$ cat src/rtl/tone_direction_decoder_pkg.sv
`default_nettype none
// +--------------------------------------------------------------------------+
// | Module      : tone_direction_decoder_pkg                                 |
// | Description : Shared types and defaults for the tone direction decoder.  |
// | Revision    : 1.0                                                        |
// +--------------------------------------------------------------------------+
package tone_direction_decoder_pkg;

    localparam int DEF_WINDOW_CYCLES   = 500_000;
    localparam int DEF_MIN_EDGES       = 8;
    localparam int DEF_MAX_EDGES       = 40;
    localparam int DEF_CONFIRM_WINDOWS = 3;
    localparam int DEF_HOLD_WINDOWS    = 20;

    localparam int NUM_CH = 5;
    localparam int CNT_W  = 8;
    localparam int CNT_MAX = 255;

    typedef enum logic [1:0] {
        DIR_STRAIGHT = 2'b00,
        DIR_LEFT     = 2'b01,
        DIR_RIGHT    = 2'b10,
        DIR_BACK     = 2'b11
    } dir_t;

    typedef enum logic [1:0] {
        ST_IDLE    = 2'b00,
        ST_CONFIRM = 2'b01,
        ST_LOCKED  = 2'b10
    } state_t;

    typedef enum logic [1:0] {
        CLS_SILENT   = 2'b00,
        CLS_VALID    = 2'b01,
        CLS_CONFLICT = 2'b10,
        CLS_CANCEL   = 2'b11
    } win_class_t;

    // Maps a one-hot direction-channel activity vector (bp1 in bit 0) to a code.
    function automatic dir_t onehot_dir(input logic [3:0] oh);
        case (oh)
            4'b0010: onehot_dir = DIR_LEFT;
            4'b0100: onehot_dir = DIR_RIGHT;
            4'b1000: onehot_dir = DIR_BACK;
            default: onehot_dir = DIR_STRAIGHT;
        endcase
    endfunction

endpackage
`default_nettype wire

$ cat src/rtl/tone_direction_decoder_if.sv
`default_nettype none
// +--------------------------------------------------------------------------+
// | Module      : tone_direction_decoder_if                                  |
// | Description : Detector inputs and junction command outputs.              |
// | Revision    : 1.0                                                        |
// +--------------------------------------------------------------------------+
interface tone_direction_decoder_if;
    import tone_direction_decoder_pkg::*;

    logic   bp1;
    logic   bp2;
    logic   bp3;
    logic   bp4;
    logic   bp5;
    logic   td_en;
    dir_t   td_dir;
    state_t td_state;

    modport master (
        output bp1, bp2, bp3, bp4, bp5,
        input  td_en, td_dir, td_state
    );

    modport slave (
        input  bp1, bp2, bp3, bp4, bp5,
        output td_en, td_dir, td_state
    );

endinterface
`default_nettype wire

$ cat src/rtl/tone_channel.sv
`default_nettype none
// +--------------------------------------------------------------------------+
// | Module      : tone_channel                                               |
// | Description : Synchronises one detector, counts rising edges per window  |
// |               and flags the channel active when the rate is in range.    |
// | Revision    : 1.0                                                        |
// +--------------------------------------------------------------------------+
module tone_channel
    import tone_direction_decoder_pkg::*;
#(
    parameter int MIN_EDGES = DEF_MIN_EDGES,
    parameter int MAX_EDGES = DEF_MAX_EDGES
) (
    input  logic clk,
    input  logic rst_n,
    input  logic bp_i,
    input  logic win_end_i,
    output logic active_o
);

    localparam logic [CNT_W-1:0] C_MIN = CNT_W'(MIN_EDGES);
    localparam logic [CNT_W-1:0] C_MAX = CNT_W'((MAX_EDGES > CNT_MAX) ? CNT_MAX : MAX_EDGES);
    localparam logic [CNT_W-1:0] C_SAT = CNT_W'(CNT_MAX);

    logic             sync1_q, sync2_q, sync3_q;
    logic             rise;
    logic [CNT_W-1:0] cnt_q, cnt_d, cnt_close;
    logic             active_q, active_d;

    assign rise = sync2_q & ~sync3_q;

    // An edge landing in the win_end cycle belongs to the closing window.
    always_comb begin
        cnt_close = cnt_q;
        if (rise && (cnt_q != C_SAT)) begin
            cnt_close = cnt_q + CNT_W'(1);
        end
        cnt_d    = win_end_i ? '0 : cnt_close;
        active_d = win_end_i ? ((cnt_close >= C_MIN) && (cnt_close <= C_MAX)) : active_q;
    end

    always_ff @(posedge clk or negedge rst_n) begin
        if (!rst_n) begin
            sync1_q  <= 1'b0;
            sync2_q  <= 1'b0;
            sync3_q  <= 1'b0;
            cnt_q    <= '0;
            active_q <= 1'b0;
        end else begin
            sync1_q  <= bp_i;
            sync2_q  <= sync1_q;
            sync3_q  <= sync2_q;
            cnt_q    <= cnt_d;
            active_q <= active_d;
        end
    end

    assign active_o = active_q;

endmodule
`default_nettype wire

$ cat src/rtl/tone_direction_decoder.sv
`default_nettype none
// +--------------------------------------------------------------------------+
// | Module      : tone_direction_decoder                                     |
// | Description : Window timing, per-window classification and lock FSM     |
// |               producing the debounced junction command.                  |
// | Revision    : 1.0                                                        |
// +--------------------------------------------------------------------------+
module tone_direction_decoder
    import tone_direction_decoder_pkg::*;
#(
    parameter int WINDOW_CYCLES   = DEF_WINDOW_CYCLES,
    parameter int MIN_EDGES       = DEF_MIN_EDGES,
    parameter int MAX_EDGES       = DEF_MAX_EDGES,
    parameter int CONFIRM_WINDOWS = DEF_CONFIRM_WINDOWS,
    parameter int HOLD_WINDOWS    = DEF_HOLD_WINDOWS
) (
    input  logic                     clk,
    input  logic                     rst_n,
    tone_direction_decoder_if.slave  bus
);

    localparam int WW = (WINDOW_CYCLES > 1) ? $clog2(WINDOW_CYCLES) : 1;
    localparam int CW = $clog2(CONFIRM_WINDOWS + 1);
    localparam int HW = $clog2(HOLD_WINDOWS + 1);
    localparam logic [WW-1:0] C_WIN_LAST = WW'(WINDOW_CYCLES - 1);
    localparam logic [CW-1:0] C_CONFIRM  = CW'(CONFIRM_WINDOWS);
    localparam logic [HW-1:0] C_HOLD     = HW'(HOLD_WINDOWS);

    logic [WW-1:0]     win_cnt_q, win_cnt_d;
    logic              win_end;
    logic              eval_q;
    logic [NUM_CH-1:0] bp_vec;
    logic [NUM_CH-1:0] active;
    win_class_t        win_class;
    dir_t              win_code;
    state_t            state_q, state_d;
    dir_t              cand_q, cand_d, dir_q, dir_d;
    logic              en_q, en_d;
    logic [CW-1:0]     conf_q, conf_d;
    logic [HW-1:0]     silent_q, silent_d;

    assign win_end   = (win_cnt_q == C_WIN_LAST);
    assign win_cnt_d = win_end ? '0 : win_cnt_q + WW'(1);

    assign bp_vec = {bus.bp5, bus.bp4, bus.bp3, bus.bp2, bus.bp1};

    for (genvar gi = 0; gi < NUM_CH; gi++) begin : g_chan
        tone_channel #(
            .MIN_EDGES (MIN_EDGES),
            .MAX_EDGES (MAX_EDGES)
        ) u_chan (
            .clk       (clk),
            .rst_n     (rst_n),
            .bp_i      (bp_vec[gi]),
            .win_end_i (win_end),
            .active_o  (active[gi])
        );
    end

    // Cancel tone overrides any direction activity.
    always_comb begin
        win_class = CLS_SILENT;
        win_code  = onehot_dir(active[3:0]);
        if (active[4]) begin
            win_class = CLS_CANCEL;
        end else begin
            case (active[3:0])
                4'b0000:                            win_class = CLS_SILENT;
                4'b0001, 4'b0010, 4'b0100, 4'b1000: win_class = CLS_VALID;
                default:                            win_class = CLS_CONFLICT;
            endcase
        end
    end

    always_comb begin
        state_d  = state_q;
        cand_d   = cand_q;
        conf_d   = conf_q;
        silent_d = silent_q;
        if (eval_q) begin
            case (state_q)
                ST_IDLE: begin
                    if (win_class == CLS_VALID) begin
                        cand_d   = win_code;
                        conf_d   = CW'(1);
                        silent_d = '0;
                        state_d  = (CONFIRM_WINDOWS <= 1) ? ST_LOCKED : ST_CONFIRM;
                    end
                end
                ST_CONFIRM: begin
                    if (win_class != CLS_VALID) begin
                        state_d = ST_IDLE;
                    end else if (win_code != cand_q) begin
                        cand_d = win_code;
                        conf_d = CW'(1);
                    end else begin
                        conf_d = conf_q + CW'(1);
                        if ((conf_q + CW'(1)) == C_CONFIRM) begin
                            silent_d = '0;
                            state_d  = ST_LOCKED;
                        end
                    end
                end
                ST_LOCKED: begin
                    if (win_class == CLS_CANCEL) begin
                        state_d = ST_IDLE;
                    end else if (win_class == CLS_SILENT) begin
                        silent_d = silent_q + HW'(1);
                        if ((silent_q + HW'(1)) == C_HOLD) begin
                            state_d = ST_IDLE;
                        end
                    end else begin
                        silent_d = '0;
                    end
                end
                default: state_d = ST_IDLE;
            endcase
        end
        en_d  = (state_d == ST_LOCKED);
        dir_d = en_d ? cand_d : dir_q;
    end

    always_ff @(posedge clk or negedge rst_n) begin
        if (!rst_n) begin
            win_cnt_q <= '0;
            eval_q    <= 1'b0;
            state_q   <= ST_IDLE;
            cand_q    <= DIR_STRAIGHT;
            conf_q    <= '0;
            silent_q  <= '0;
            en_q      <= 1'b0;
            dir_q     <= DIR_STRAIGHT;
        end else begin
            win_cnt_q <= win_cnt_d;
            eval_q    <= win_end;
            state_q   <= state_d;
            cand_q    <= cand_d;
            conf_q    <= conf_d;
            silent_q  <= silent_d;
            en_q      <= en_d;
            dir_q     <= dir_d;
        end
    end

    assign bus.td_en    = en_q;
    assign bus.td_dir   = dir_q;
    assign bus.td_state = state_q;

endmodule
`default_nettype wire

$ cat src/flat_wrapper.sv
// flat-port wrapper written by rule: the top's interface ports become plain ports
module tone_direction_decoder_flat import tone_direction_decoder_pkg::*;
#(
    parameter int WINDOW_CYCLES   = DEF_WINDOW_CYCLES,
    parameter int MIN_EDGES       = DEF_MIN_EDGES,
    parameter int MAX_EDGES       = DEF_MAX_EDGES,
    parameter int CONFIRM_WINDOWS = DEF_CONFIRM_WINDOWS,
    parameter int HOLD_WINDOWS    = DEF_HOLD_WINDOWS
)
  (clk, rst_n, bus_bp1, bus_bp2, bus_bp3, bus_bp4, bus_bp5, bus_td_en, bus_td_dir, bus_td_state);
  tone_direction_decoder_if bus_i ();
  input  logic clk;
  input  logic rst_n;
  input wire logic [$bits(bus_i.bp1)-1:0] bus_bp1;
  input wire logic [$bits(bus_i.bp2)-1:0] bus_bp2;
  input wire logic [$bits(bus_i.bp3)-1:0] bus_bp3;
  input wire logic [$bits(bus_i.bp4)-1:0] bus_bp4;
  input wire logic [$bits(bus_i.bp5)-1:0] bus_bp5;
  output wire logic [$bits(bus_i.td_en)-1:0] bus_td_en;
  output wire logic [$bits(bus_i.td_dir)-1:0] bus_td_dir;
  output wire logic [$bits(bus_i.td_state)-1:0] bus_td_state;
  assign bus_i.bp1 = bus_bp1;
  assign bus_i.bp2 = bus_bp2;
  assign bus_i.bp3 = bus_bp3;
  assign bus_i.bp4 = bus_bp4;
  assign bus_i.bp5 = bus_bp5;
  assign bus_td_en = bus_i.td_en;
  assign bus_td_dir = bus_i.td_dir;
  assign bus_td_state = bus_i.td_state;
  tone_direction_decoder #(.WINDOW_CYCLES(WINDOW_CYCLES), .MIN_EDGES(MIN_EDGES), .MAX_EDGES(MAX_EDGES), .CONFIRM_WINDOWS(CONFIRM_WINDOWS), .HOLD_WINDOWS(HOLD_WINDOWS)) u_core (.clk(clk), .rst_n(rst_n), .bus(bus_i));
endmodule
$ cat config.mk
export PLATFORM = sky130hd
export DESIGN_NAME = tone_direction_decoder_flat
export DESIGN_NICKNAME = d
export VERILOG_FILES = /design/src/rtl/tone_direction_decoder_pkg.sv /design/src/rtl/tone_direction_decoder_if.sv /design/src/rtl/tone_channel.sv /design/src/rtl/tone_direction_decoder.sv /design/src/flat_wrapper.sv
export SDC_FILE = /design/constraint.sdc
export NUM_CORES = 1
export LEC_CHECK = 0
export BUFFER_PORTS_ARGS = -buffer_cell sky130_fd_sc_hd__buf_2
export CORE_UTILIZATION = 50
export CTS_CLUSTER_SIZE = 30
export DETAILED_ROUTE_END_ITERATION = 10
export PLACE_DENSITY_LB_ADDON = 0.3
export REMOVE_ABC_BUFFERS = 1
export SYNTH_ARGS = -nofsm -noshare
export SYNTH_HDL_FRONTEND = slang
export SYNTH_SLANG_ARGS = --single-unit
$ cat constraint.sdc
create_clock -name clk -period 3.56 [get_ports clk]
set_input_delay 0.356 -clock clk [delete_from_list [all_inputs] [get_ports clk]]
set_output_delay 0.356 -clock clk [all_outputs]
set_load 0.005 [all_outputs]
* Yosys cells after proc, flatten, opt, wreduce, memory -nomap -nowiden *
Index checks and enable logic that the tools add are counted.
W data, S select, Z words.

word-level totals
  flip-flop bits (word level) = 94
  bits of input ports = 7
  output and inout bits = 5
  logic and storage cells = 142

cells by class
  add/sub/neg operators = 8
  order comparisons = 10
  equal/unequal tests = 24
  mux-type cells = 39
  bitwise gates (word level) = 10
  reduce and logical (&&, ||, !) cells = 18

operators by type and width
  operator                 count
  $mux W8                  10
  $add A8 B1 Y8 const B    5
  $ge A8 B4 Y1 const B     5
  $le A8 B6 Y1 const B     5
  $ne A8 B8 Y1 const B     5
  $mux W2                  16
  $mux W5                  6
  $add A19 B1 Y19 const B  1
  $eq A19 B19 Y1 const B   1
  $mux W19                 1
  $pmux W5 S3              1
  $pmux W2 S2              3
  $pmux W2 S3              2
  $logic_and A1 B1 Y1      10
  $eq A2 B2 Y1 const B     4
  $reduce_and A7 Y1        1
  $ne A2 B1 Y1 const B     3
  $ne A2 B2 Y1 const B     3
  $add A5 B1 Y5 const B    1
  $and A1 B1 Y1            5
  $eq A5 B5 Y1 const B     1
  $not A1 Y1               5
  $eq A2 B1 Y1 const B     2
  $eq A4 B1 Y1 const B     1
  other kinds (11)         12

* Depth between registers and ports, before layout *
Gate-level depths: netlist (run 1).

  depth in word-level cells = 10
  mapped depth = 8
  depth with buffers taken out = 8

* Modules after synthesis *
A second synthesis (run 1) with hierarchy kept.

unflattened totals
  cell total of the unflattened synthesis = 512
  area, all modules = 5069.9 µm²

by module, submodules not included
  module                  times used  cells an instance  area each (µm²)  sequential area each (µm²)
  tone_channel            5           65                 654.4            300.3
  tone_direction_decoder  1           187                1798.0           850.8

* Least setup slack after synthesis (run 1) *
Ideal clock, no wire load.

  path type = register to register
  from = register u_core.g_chan[2].u_chan.active_q
  to = register u_core.dir_q[0], in the netlist u_core.bus.td_dir[0]
  setup time = 0.125 ns
  data arrival time = 2.089 ns
  data required time = 3.435 ns
  slack = 1.346 ns
  stages on the path, launching flop included = 7
  buffers on the path = 1
  period minus slack after synthesis = 2.214 ns
  cell sequence = dfrtp_1 buf_6 or3_1 a311o_1 a211oi_4 o2bb2ai_4 mux2_4

between the ends
  longest elaborated chain between the ends = 10
  elaborated cells between the ends (all ways) = 27
  those cells by class = eq/ne: 9; mux: 15; reduce/logical: 3

RTL lines
  what                                  line                           source
  start, declared                       tone_channel.sv:28             logic active_q, active_d;
  start signal, assigned                tone_channel.sv:54             active_q <= active_d;
  $eq A4 B1 Y1 (tied with other cells)  tone_direction_decoder.sv:67   case (active[3:0])
  $reduce_or A4 Y1                      tone_direction_decoder.sv:67
  $pmux W2 S2                           tone_direction_decoder.sv:67
  $mux W2                               tone_direction_decoder.sv:64   if (active[4]) begin
  $logic_not A2 Y1                      tone_direction_decoder.sv:107  end else if (win_class == CLS_SILENT) begin
  $mux W2                               tone_direction_decoder.sv:107
  $mux W2                               tone_direction_decoder.sv:105  if (win_class == CLS_CANCEL) begin
  $pmux W2 S3 *                         tone_direction_decoder.sv:81   case (state_q)
  $mux W2 *                             tone_direction_decoder.sv:80   if (eval_q) begin
  $eq A2 B2 Y1 *                        tone_direction_decoder.sv:119  en_d = (state_d == ST_LOCKED);
  net u_core.en_d                       tone_direction_decoder.sv:38   logic en_q, en_d;
  end signal, assigned                  tone_direction_decoder.sv:141  dir_q <= dir_d;
  end, declared                         tone_direction_decoder.sv:37   dir_t cand_q, cand_d, dir_q, dir_d;

The timed path passes the listed nets; every way through them passes the cells marked *.
A chain may end at the register's enable or synchronous reset.

* Worst setup path in the final report (run 1) *
  from = register u_core.g_chan[2].u_chan.active_q
  to = register u_core.dir_q[1], in the netlist u_core.bus.td_dir[1]

The elaborated chain is that of the path after synthesis.

==> results_dict.tcl, run 1 <==
set metrics [dict create \
    status "finished, final reports clean" \
    hold_viol 0 \
    drt-vias-per-instance 5.732 \
    tightest_slew_ns 0.9947 \
    hold_path_class "input pin to register" \
    port_buffers 11 \
    setup_viol_count_final 0 \
    cts-root-buf "clkbuf_8" \
    clock-sinks 94 \
    syn_to_final_growth_pct 7.164 \
    wirelength_um 8438 \
    grt_max_degree 83 \
    final_cells 593 \
    postCtsSetupBuffers 0 \
    grt_use_total 0.1903 \
    ioPinCount 12 \
    grt_pass1_wl_um 15050 \
    cts.path.max_buffers 2 \
    drt-initial-drc-count 136 \
    layout-drive-gt1-share 0.09544 \
    synth_edf_count 0 \
    synth-seq-cells 94 \
    relSlewSlack 0.3369 \
    cts_hold_buf 0 \
    ir_drop_mv 0.3640 \
    die_w_um 99.12 \
    clock_latency_ns 0.36 \
    period_minus_slack_ns 2.311 \
    yosysUniqueCellTypes 57 \
    wl_per_cell_um 14.23 \
    detail-route-antenna-nets 0 \
    synth_top_area_share 0.4988 \
    slew_violations 0 \
    placed_cells 577 \
    start_util 0.5128 \
    period_share 0.6490 \
    cts_resized 0 \
    numCtsBuffers 9 \
    syn_area_mm2 0.004716 \
    fin_skew_ns 0.007550 \
    path_class "register to register" \
    fin_tns_setup_ns 0 \
    cp-start-kind "register" \
    place_area_mm2 0.004877 \
    maxCapViolCount 0 \
    synth-seq-area-share 0.4988 \
    grt_pass1_vias 3333 \
    grt_remaining_overflow 0 \
    dp_hpwl_um 5819 \
    clkTransAtPathRegs_ns 0.09 \
    critical_path_required_ns 3.81 \
    yosys_warnings 0 \
    die_area_mm2 0.009824 \
    ys_async_sr_fraction 1.000 \
    power.density_mw_per_mm2 533.4 \
    endpoint_kind "register" \
    ys.flop_type "dfrtp_1" \
    rsz0062_at_grt "no" \
    antenna_found_initial 0 \
    arrival_ns 2.56 \
    drc_errors 0 \
    nNetsFinal 492 \
    synth.avg_cell_area_um2 10.21 \
    fp-row-count 35 \
    htreeDepth 3 \
    path_max_fanout 12 \
    leakage_nw 2.236 \
    max_freq_mhz 432.8 \
    yosys.area.top_type "dfrtp_1" \
    dieHeight_um 99.12 \
    coreArea_mm2 0.009196 \
    synthTopCellsByArea "dfrtp_1 (50%), nor2_1 (5.2%), xnor2_1 (3.9%)" \
    cts_tree "done" \
    syn_inst 462 \
    vias 3399 \
    firstDrtPassIters 6 \
    n_antenna_cell 0 \
    design_area_mm2 0.005054 \
    routabilityCongestion 0.7795 \
]
-- cell type report --
class,count,area (um2)
clock buffer,11,141.4
clock inverter,5,35.03
fill,819,4143
inverter,15,56.30
multi-input combinational,341,2235
sequential,94,2352
tap,111,138.9
timing repair buffer,16,95.09
-- per-layer routing --
layer / vias up / part of all wire / global-route usage
li1: 1685 / - / -
met1: 1667 / 0.49 / 0.2544
met2: 37 / 0.48 / 0.3088
met3: 10 / 0.020 / 0.03725
met4: 0 / 0.014 / 0.07353
met5: - / 0 / 0
-- through the flow --
stage | worst slack, ns | total power, mW | hold slack, ns | util
after floorplan | 1.139 | 1.900 | 0.06041 | -
after global placement | 1.307 | 2.036 | 0.3321 | 0.5303
after detailed placement | 1.257 | 2.078 | 0.3347 | 0.5303
after CTS | 1.245 | 2.731 | 0.07724 | 0.5495
after global routing | 1.151 | 2.880 | 0.07346 | 0.5495
final | 1.249 | 2.696 | 0.09674 | 0.5495
-- flip-flops by register name, indices dropped and copies added, names as in the netlist, named ones only --
register and count:
u_core.g_chan.u_chan.sync3_q 5, u_core.bus.td_dir 2, u_core.bus.td_en 1, u_core.cand_q 2, u_core.eval_q 1, u_core.conf_q 2
u_core.win_cnt_q 19, u_core.g_chan.u_chan.active_o 5, u_core.g_chan.u_chan.cnt_q 40, u_core.bus.td_state 1, u_core.silent_q 5, u_core.g_chan.u_chan.sync2_q 5
u_core.g_chan.u_chan.sync1_q 5
-- cells in the final DEF (no fill, tap or decap), types with 8 or more instances in the layout --
master	n
a21oi_1	13
and2_1	9
buf_2	10
clkbuf_8	10
dfrtp_1	94
ha_1	8
inv_1	15
mux2i_1	14
nand2_1	32
nand3_1	19
nand4_1	17
nor2_1	65
nor3_1	16
o21ai_0	11
xnor2_1	21
xor2_1	16
-- cells by family (layout without fill, tap and decap cells) --
| logic type | after synthesis | after routing | share of synthesized area |
|---|---|---|---|
| simple gates | 204 | 204 | 0.2200 |
| flops | 94 | 94 | 0.4988 |
| compound gates | 70 | 70 | 0.1120 |
| xor+xnor | 37 | 37 | 0.06872 |
| buf+inv | 27 | 47 | 0.02733 |
| mux | 22 | 22 | 0.05200 |
| fa+ha+maj | 8 | 8 | 0.02123 |
-- cells in the mapped netlist (all sizes together), types with 3 or more instances --
cell	number
xor2	16
nor2b	7
and2	9
dfrtp	94
nor4	6
nor3	17
o21ai	15
ha	8
and3	7
or3b	4
o211ai	6
nand4	17
mux2i	14
mux2	8
nand3	19
o21a	7
xnor2	21
a21oi	13
nor2	65
and4b	5
a2111o	3
inv	15
clkbuf	5
buf	7
a32o	4
nand2	32
a22o	3
or3	5
-- power breakdown --
group	switching [mW]	internal [mW]
combinational	0.316	0.295
clock	0.364	0.273
sequential	0.214	1.23
-- final timing paths --
| kind | start | endpoint | slack [ns] | depth (start not counted) |
|---|---|---|---|---|
| setup reg to reg | u_core.g_chan[2].u_chan.active_o | u_core.bus.td_dir[1] | 1.25 | 5 |
| max in group asynchronous | rst_n | u_core.g_chan[1].u_chan.cnt_q[7] | 2.70 | 2 |
| hold reg to reg | u_core.g_chan[3].u_chan.sync1_q | u_core.g_chan[3].u_chan.sync2_q | 0.35 | 0 |
| setup / recovery | u_core.g_chan[2].u_chan.active_o | u_core.bus.td_dir[1] | 1.25 | 5 |
| hold / removal | bus_bp1 | u_core.g_chan[0].u_chan.sync1_q | 0.1 | 1 |
| min in group asynchronous | rst_n | u_core.g_chan[0].u_chan.cnt_q[0] | 0.15 | 1 |
-- critical path, cell delays in order (launching register included) --
cell,delay [ns]
dfrtp_1,0.52
or3_1,0.40
a311o_1,0.41
a211oi_4,0.39
o2bb2ai_4,0.18
mux2_4,0.31
Power figures use the tool's default switching activity.
==> inputs of run 2 (changes only) <==
- clock period: 3.56 -> 1.95 ns (I/O delays scaled with it)
==> run 2 against run 1 <==
Effect of this change: the flow now finishes with violations (negative setup slack); sequential share of layout area fell by 6.8 points; via count rose by 11%; cell count rose by 13%; global-route usage rose by 1.7 points; flip-flop and latch count did not move; clock power rose by 100%; register-to-register slack got worse by 1.4 ns; largest power group unchanged; sequential power rose by 78%; total power rose by 110%; setup slack got worse by 1.4 ns; critical path depth rose by 3; non-clock buffer count rose by 75.
==> results_dict.tcl, run 2 (same netlist as run 1, synthesis figures left out) <==
set metrics [dict create \
    status "finished with violations" \
    violations "negative setup slack" \
    grt_pass1_wl_um 16340 \
    firstDrtPassIters 4 \
    port_buffers 11 \
    power.density_mw_per_mm2 949.7 \
    fp-row-count 35 \
    start_util 0.5128 \
    regMostFlops "u_core.g_chan.u_chan.cnt_q" \
    grt_max_degree 42 \
    dieHeight_um 99.12 \
    hold_viol 0 \
    ir_drop_mv 0.3853 \
    maxCapViolCount 0 \
    antenna_found_initial 0 \
    setup_viol_count_final 7 \
    nNetsFinal 567 \
    cts-root-buf "clkbuf_8" \
    grtUsageMet2 0.3518 \
    layout_common_cells "dfrtp_1 (93), buf_4 (68), nor2_1 (61), nand2_1 (32), xnor2_1 (20)" \
    critical_path_required_ns 2.20 \
    fin_ws_ns -0.1523 \
    cp-start-kind "register" \
    endpoint_kind "register" \
    arrival_ns 2.35 \
    die_w_um 99.12 \
    die_area_mm2 0.009824 \
    register_area_mm2 0.002354 \
    largestRegisters "u_core.g_chan.u_chan.cnt_q x40, u_core.win_cnt_q x19" \
    dp_hpwl_um 6464 \
    slew_violations 0 \
    grt_use_met1 0.2676 \
    routabilityCongestion 0.8209 \
    hold_path_class "input pin to async pin" \
    cts.path.max_buffers 2 \
    n_antenna_cell 0 \
    relSlewSlack 0.6457 \
    grt_use_total 0.2075 \
    clock-sinks 94 \
    cts_tree "done" \
    coreArea_mm2 0.009196 \
    htreeDepth 3 \
    numCtsBuffers 9 \
    wl_per_cell_um 15.02 \
    syn_to_final_growth_pct 25.47 \
    final_common_cell "dfrtp_1" \
    top_usage_layer "met2" \
    drc_errors 0 \
    grt_pass1_vias 3686 \
    layout-drive-gt1-share 0.2783 \
    tightest_slew_ns 0.5315 \
    detail-route-antenna-nets 0 \
    ioPinCount 12 \
    pre_cts_ws_ns -0.1760 \
    multi_input_area_mm2 0.002439 \
    clock_latency_ns 0.35 \
    grt_remaining_overflow 0 \
    use_met3 0.04427 \
    drt-vias-per-instance 5.654 \
    vias 3777 \
    period_minus_slack_ns 2.102 \
    num-fill-cells 720 \
    largest_reg_flops 40 \
    period_share 1.078 \
    wirelength_um 10030 \
    path_class "register to register" \
    clkTransAtPathRegs_ns 0.09 \
    fin_skew_ns 0.006404 \
    rsz0062_at_grt "yes" \
    max_freq_mhz 475.7 \
    fin_tns_setup_ns -0.7788 \
    drt-initial-drc-count 164 \
    leakage_nw 2.654 \
    path_max_fanout 6 \
]
run 2: cell type report:
type | count | share of cell area
clock buffer | 10 | 0.02326
clock inverter | 6 | 0.01036
inverter | 15 | 0.009516
multi-input combinational | 341 | 0.4121
sequential | 94 | 0.3978
tap | 111 | 0.02347
timing repair buffer | 91 | 0.1235
run 2: per-stage QoR:
step / power [mW] / std cells / hold WS [ns] / util / instance area (um2)
finish: 5.620 / 668 / 0.3460 / 0.6434 / 5917
floorplan: 3.469 / 450 / -0.1006 / - / 4643
CTS: 5.366 / 646 / 0.3569 / 0.6038 / 5553
global placement: 3.948 / 621 / 0.2060 / 0.5690 / 5233
detailed placement: 4.034 / 621 / 0.2047 / 0.5690 / 5233
global route: 5.995 / 668 / 0.3713 / 0.6434 / 5917
run 2: worst paths after layout:
check                      cells past startpoint  slack [ns]                        startpoint                               end
min                                            2        0.35                             rst_n  u_core.g_chan[0].u_chan.cnt_q[0]
max                                            8       -0.15  u_core.g_chan[2].u_chan.active_o                u_core.silent_q[0]
min in group clk                               0        0.36   u_core.g_chan[4].u_chan.sync1_q   u_core.g_chan[4].u_chan.sync2_q
min reg2reg                                    0        0.36   u_core.g_chan[4].u_chan.sync1_q   u_core.g_chan[4].u_chan.sync2_q
max in group asynchronous                      3        0.95                             rst_n                         async pin
max reg2reg                                    8       -0.15  u_core.g_chan[2].u_chan.active_o                u_core.silent_q[0]
run 2: power breakdown:
part	switching (mW)	internal (mW)
logic	0.809	0.935
clock network	0.676	0.624
registers	0.322	2.25
total	1.81	3.81
run 2: layer usage:
layer / part of all wire / wire (um)
met1: 0.46 / 4608
met2: 0.50 / 5016
met5: 0 / 0
met3: 0.026 / 262
met4: 0.014 / 144
run 2: repair_timing:
action	4_1_cts	5_1_grt
gates resized for setup	11	46
setup buffers	3	21
setup endpoints to repair	9	19
pin swaps	10	28
gates cloned	0	1
hold buffers	6	0
endpoints found under the hold margin	44	0
run 2: critical path: stages, from the launching register on:
cell and delay, ns:
dfrtp_1 0.38, buf_6 0.13, or3b_4 0.38, a21oi_2 0.16
o21bai_2 0.10, a211oi_4 0.34, buf_6 0.17, o21ai_4 0.06
mux2_4 0.26
